### config.mk
export PLATFORM = sky130hd
export DESIGN_NAME = pc_sequencer
export DESIGN_NICKNAME = d
export VERILOG_FILES = /design/src/rtl/pc_sequencer.sv
export SDC_FILE = /design/constraint.sdc
export NUM_CORES = 1
export LEC_CHECK = 0
export ABC_AREA = 1
export ABC_CLOCK_PERIOD_IN_PS = 1940
export CAP_MARGIN = 10
export CORE_ASPECT_RATIO = 2
export CORE_MARGIN = 1
export CORE_UTILIZATION = 51
export CTS_CLUSTER_SIZE = 10
export DETAILED_ROUTE_END_ITERATION = 10
export GPL_TIMING_DRIVEN = 0
export PLACE_DENSITY = 0.77
export SYNTH_ARGS = -nofsm -noshare
export SYNTH_HDL_FRONTEND = slang
export SYNTH_SLANG_ARGS = --single-unit
### constraint.sdc
create_clock -name clk -period 1.94 [get_ports clk]
set_input_delay 0.582 -clock clk [delete_from_list [all_inputs] [get_ports clk]]
set_output_delay 0.582 -clock clk [all_outputs]
set_load 0.01 [all_outputs]
### src/rtl/pc_sequencer.sv
// pc_sequencer
// Next-PC controller for the stack processor. It sequences the fetch address
// through start/halt, stall, relative branch, absolute jump and call/return.
// Call/return uses a small return-address stack (RAS).
//
// Parameters
//   PC_W        program counter width (instruction memory is 2^PC_W words)
//   RAS_DEPTH   number of return-address stack entries
//   START_ADDR  PC value after reset and on every start
//
// Ports
//   clk         single clock, all state changes on posedge
//   reset_n     asynchronous active-low reset
//   start       begin execution (honoured in IDLE or HALTED only)
//   stall       freeze PC, RAS, flags and state for this cycle (RUN only)
//   halt_en     halt request
//   ret_en      pop the RAS into PC
//   call_en     push PC+1 and jump to jump_addr
//   jump_en     absolute jump to jump_addr
//   jump_addr   target for jump and call
//   branch_en   relative branch taken
//   branch_off  signed 8-bit branch offset
//   PC          current program count (registered)
//   running     high while in RUN (decoded from the state register)
//   done        high while in HALTED (decoded from the state register)
//   ras_ovf     sticky: a call was made with the RAS full
//   ras_unf     sticky: a return was made with the RAS empty
module pc_sequencer #(
    parameter int PC_W       = 9,
    parameter int RAS_DEPTH  = 4,
    parameter int START_ADDR = 0
) (
    input  logic            clk,
    input  logic            reset_n,
    input  logic            start,
    input  logic            stall,
    input  logic            halt_en,
    input  logic            ret_en,
    input  logic            call_en,
    input  logic            jump_en,
    input  logic [PC_W-1:0] jump_addr,
    input  logic            branch_en,
    input  logic [7:0]      branch_off,
    output logic [PC_W-1:0] PC,
    output logic            running,
    output logic            done,
    output logic            ras_ovf,
    output logic            ras_unf
);

    localparam int PTR_W = $clog2(RAS_DEPTH + 1);
    localparam int IDX_W = (RAS_DEPTH > 1) ? $clog2(RAS_DEPTH) : 1;

    localparam logic [PC_W-1:0]  START_PC = PC_W'(START_ADDR);
    localparam logic [PC_W-1:0]  PC_ONE   = {{(PC_W-1){1'b0}}, 1'b1};
    localparam logic [PTR_W-1:0] PTR_ZERO = {PTR_W{1'b0}};
    localparam logic [PTR_W-1:0] PTR_ONE  = {{(PTR_W-1){1'b0}}, 1'b1};
    localparam logic [PTR_W-1:0] PTR_FULL = PTR_W'(RAS_DEPTH);

    typedef enum logic [1:0] {
        ST_IDLE   = 2'd0,
        ST_RUN    = 2'd1,
        ST_HALTED = 2'd2
    } state_t;

    state_t            state_r;
    logic [PC_W-1:0]   pc_r;
    logic [PC_W-1:0]   ras_r [RAS_DEPTH];
    logic [PTR_W-1:0]  ras_ptr_r;
    logic              ovf_r;
    logic              unf_r;

    logic [PC_W-1:0]   pc_inc_s;
    logic [PC_W-1:0]   branch_tgt_s;
    logic [PC_W-1:0]   ras_top_s;
    logic [IDX_W-1:0]  top_idx_s;
    logic [IDX_W-1:0]  push_idx_s;
    logic              ras_full_s;
    logic              ras_empty_s;

    // Sign-extend the 8-bit branch offset to PC width; the add then wraps naturally.
    function automatic logic [PC_W-1:0] sext_off(input logic [7:0] off);
        return PC_W'($signed(off));
    endfunction

    // Candidate next-PC values and RAS occupancy decode.
    always_comb begin
        pc_inc_s     = pc_r + PC_ONE;
        branch_tgt_s = pc_r + sext_off(branch_off);
        ras_full_s   = (ras_ptr_r == PTR_FULL);
        ras_empty_s  = (ras_ptr_r == PTR_ZERO);
        top_idx_s    = IDX_W'(ras_ptr_r - PTR_ONE);
        push_idx_s   = IDX_W'(ras_ptr_r);
        ras_top_s    = ras_r[top_idx_s];
    end

    // Sequencer FSM: state, PC, RAS and sticky flags.
    always_ff @(posedge clk or negedge reset_n) begin
        if (!reset_n) begin
            state_r   <= ST_IDLE;
            pc_r      <= START_PC;
            ras_ptr_r <= PTR_ZERO;
            ovf_r     <= 1'b0;
            unf_r     <= 1'b0;
            for (int i = 0; i < RAS_DEPTH; i++) begin
                ras_r[i] <= {PC_W{1'b0}};
            end
        end else begin
            case (state_r)
                ST_IDLE: begin
                    pc_r <= START_PC;
                    if (start) begin
                        state_r <= ST_RUN;
                    end else begin
                        state_r <= ST_IDLE;
                    end
                end
                ST_RUN: begin
                    // A stall freezes everything, so all actions sit under !stall.
                    if (!stall) begin
                        if (halt_en) begin
                            state_r <= ST_HALTED;
                        end else if (ret_en) begin
                            if (!ras_empty_s) begin
                                pc_r      <= ras_top_s;
                                ras_ptr_r <= ras_ptr_r - PTR_ONE;
                            end else begin
                                unf_r <= 1'b1;
                                pc_r  <= pc_inc_s;
                            end
                        end else if (call_en) begin
                            // The jump happens even when the push is lost.
                            if (!ras_full_s) begin
                                ras_r[push_idx_s] <= pc_inc_s;
                                ras_ptr_r         <= ras_ptr_r + PTR_ONE;
                            end else begin
                                ovf_r <= 1'b1;
                            end
                            pc_r <= jump_addr;
                        end else if (jump_en) begin
                            pc_r <= jump_addr;
                        end else if (branch_en) begin
                            pc_r <= branch_tgt_s;
                        end else begin
                            pc_r <= pc_inc_s;
                        end
                    end else begin
                        pc_r <= pc_r;
                    end
                end
                ST_HALTED: begin
                    // Restart is a clean slate: empty RAS and cleared flags.
                    if (start) begin
                        state_r   <= ST_RUN;
                        pc_r      <= START_PC;
                        ras_ptr_r <= PTR_ZERO;
                        ovf_r     <= 1'b0;
                        unf_r     <= 1'b0;
                    end else begin
                        state_r <= ST_HALTED;
                    end
                end
                default: begin
                    state_r <= ST_IDLE;
                    pc_r    <= START_PC;
                end
            endcase
        end
    end

    assign PC      = pc_r;
    assign running = (state_r == ST_RUN);
    assign done    = (state_r == ST_HALTED);
    assign ras_ovf = ovf_r;
    assign ras_unf = unf_r;

endmodule

==> results of run 1 <==
## Yosys cell counts
cell type    n
nand2_4      4
a32oi_1      1
ha_1        19
a21oi_1     22
dfrtp_1     52
nand3_1     36
a21boi_1     1
nor2_1      31
o211ai_1     4
clkbuf_1     1
nand4_2      1
o21a_1       1
o21ai_0     57
inv_2        2
nor3_1       2
a31oi_1      1
buf_6        4
clkinv_1     1
fa_1         1
and2_1       1
inv_1       48
or2_2        3
a22oi_1      2
buf_2        6
nor2_4       1
o21ai_1      1
buf_4        1
nand2_2      1
nand2_1    145
xor2_1       4
nand4_1      1
a21boi_0     1
o22ai_1      5
xnor2_1      1
nor3_2       1
mux2_4       2
a2bb2oi_1    1
inv_4        1
## through the flow
| step | power [uW] | hold WS (ns) |
|---|---|---|
| global route | 6737 | 0.3793 |
| CTS | 6034 | 0.3527 |
| detailed placement | 4583 | 0.4688 |
| finish | 6277 | 0.3280 |
| floorplan | 3642 | 0.2864 |
| global placement | 4489 | 0.4599 |
## placed cells by master, fill, tap and decap left out, types with 7 or more instances in the layout
cell type and n:
nor2_1 28, dfrtp_1 45, inv_1 42, o21ai_0 54, clkdlybuf4s50_1 26, nand3_1 29
dfrtp_2 7, ha_4 11, ha_1 7, buf_4 19, a21oi_1 19, nand2_1 140
## logic make-up after synthesis
kind of cell    after synthesis  share of synthesized area
compound gates               97                     0.1535
xor+xnor                      5                    0.01285
fa+ha+maj                    20                    0.07565
buf+inv                      64                    0.08336
flops                        52                     0.3819
mux                           2                   0.008814
simple gates                227                     0.2839
## how the worst max path moves through the flow
stage	startpoint	endpoint	slack, ns	cells past startpoint
6_report	PC[7]	PC[7]	0.03	1
5_1_grt	branch_off[0]	PC[6]	-0.04	13
4_1_cts	ras_ptr_r[0]	ras_r[11]	-0.02	12
3_5_place_dp	branch_off[0]	PC[4]	-0.58	10
3_3_place_gp	reset_n	state_r[1]	-1.26	1
2_1_floorplan	ras_ptr_r[0]	ras_r[4]	0.007	10
## flip-flops by register name (all words and copies together) (netlist names)
| register | count |
|---|---|
| PC | 9 |
| ras_ovf | 1 |
| ras_ptr_r | 3 |
| ras_r | 36 |
| ras_unf | 1 |
| state_r | 2 |
## report_power, final
part           switching (uW)  internal (uW)
Clock                     397            515
Combinational            2050           1590
Sequential                308           1420
## area by class of cell
class | instances | area [um2]
plain buffers | 10 | 87.58
clock buffers | 7 | 142.6
clock inverters | 1 | 7.507
fillers | 536 | 1823
inverters | 52 | 210.2
multi-input cells | 351 | 2100
flip-flops and latches | 52 | 1310
well taps | 86 | 107.6
repair buffers | 58 | 573.1
## timing repair
item,CTS,global route
setup endpoints to repair,56,46
resized for setup,47,33
gates cloned,0,1
setup buffers,12,6
pin swaps,9,13
## routing by layer
layer  share of wire  routed length (um)
met5               0                   0
met1            0.36                3509
met4           0.067                 656
met3           0.046                 451
met2            0.53                5197
==> metrics.md, run 1 <==
| Metric | Value |
|---|---|
| HPWL after DPL | 6.884 mm |
| Synth top area share | 0.3819 |
| CP peak stage delay | 0.57 ns |
| Highest Clock Rate | 523.8 MHz |
| Root buf cell | clkbuf_16 |
| Worst Path Required | 1.36 ns |
| N_diodes | 0 |
| DR WL/cell | 15.91 um |
| DP Area | 3938 um2 |
| Worst Max-Slew Pin Slew | 0.6956 ns |
| Final setup viols | 0 |
| Syn. warnings | 0 |
| Flops & latches, synth | 52 |
| Cell area after synthesis | 3407 um2 |
| Number of max-cap violations | 0 |
| Number of global-route vias before repair | 3364 |
| Worst skew pair latency | 0.30 ns |
| WS Path Type | reg2out |
| RR Endpoint | ras_r[4] |
| Rows | 41 |
| Worst path cell trace | clkdlybuf4s50_1 |
| Largest net degree at the start of global routing | 29 |
| Pwr dens | 1383 nW/um2 |
| Final hold viol count | 0 |
| Die Width | 59.80 um |
| Register area share after synthesis | 0.3819 |
| Family with the most delay on the worst path | buffers and inverters |
| Syn_area_per_cell | 7.296 um2 |
| Fin crit share | 0.9841 |
| Outcome | completed |
| Clock sinks | 52 |
| Share of cells above drive strength 1 | 0.1883 |
| DP Cell Count | 592 |
| First-pass GRT wire length | 15.82 mm |
| Worst hold path class | in2async |
| Final worst slack | 0.03082 ns |
| GR met2 Demand/Resource | 0.5049 |
| GR Util met1 | 0.3298 |
| Final Util | 0.7134 |
| Initial DRC count | 198 |
| Depth of the CTS H-tree | 2 |
| Arrival @ worst endpoint | 1.33 ns |
| Grt total ovfl | 0 |
| Core box area | 6361 um2 |
| All-Layer GR Usage | 0.2981 |
| CP max FO | 5 |
| R2R cell count | 10 |
| RSZ-0062 raised after global routing | true |
| Initial Utilization | 0.5356 |
| Setup Skew | 0.004316 ns |
| Total detailed-routing wirelength | 9.814 mm |
| Reg2reg setup slack | 0.04 ns |
| CTS Buffer Depth | 2 |
| Final slew viol count | 0 |
| Leading area contributor after synthesis | dfrtp_1 |
| Syn_nets | 513 |
| CTS tree | built |
| Total I/O pin count | 39 |
| Leak | 0.002143 uW |
| Post-Synthesis Cells | 467 |
| Post-route minimum period | 1.909 ns |
| Num CTS Buffers | 5 |
| Unique masters post-synth | 38 |
| Routability cong. | 0.9304 |
| Die area | 7031 um2 |
| Fin cells | 617 |
| CP Capture Type | primary output |
| GRT met3 Usage | 0.03736 |
| Port bufs | 38 |
| VDD IR max | 814.2 uV |
| Setup_tns | 0 ns |
| Final #Nets | 576 |
| Area contributors post-synth | dfrtp_1 (38%), nand2_1 (16%), o21ai_0 (8.4%) |
| Slew headroom | 0.5363 |
| Final Instance Area | 4538 um2 |
| Die height | 117.6 um |
| CTS clk-pin slew, worst paths | 0.07 ns |
| Slowest CP cell | clkdlybuf4s50_1 |
| Busiest grt layer | met2 |
| Initial antenna violation count | 0 |
| Routed Antenna Nets | 0 |
| Crit path buf inv count | 1 |
| Type of origin of the critical path | flop |
| Post-place setup slack | -0.5761 ns |
| Hold-fix buffers at CTS | 0 |
| Area Overhead vs Synth | 33.20% |
| Vias | 3411 |
| Drc violations | 0 |
| Vias per cell | 5.528 |
| Worst R2R Start | ras_ptr_r[0] |
| DR pass1 iterations | 5 |
Power figures use the tool's default switching activity.
==> run 2, diff against run 1 <==
Settings changed: CTS_CLUSTER_SIZE 10 to not set.
==> results of run 2 <==
Same layout as run 1: the final DEF is identical, and so are final timing and power.
==> run 3, diff against run 2 <==
Settings changed: CAP_MARGIN 10 to 20.
==> results of run 3 <==
Same layout as run 1: the final DEF is identical, and so are final timing and power.
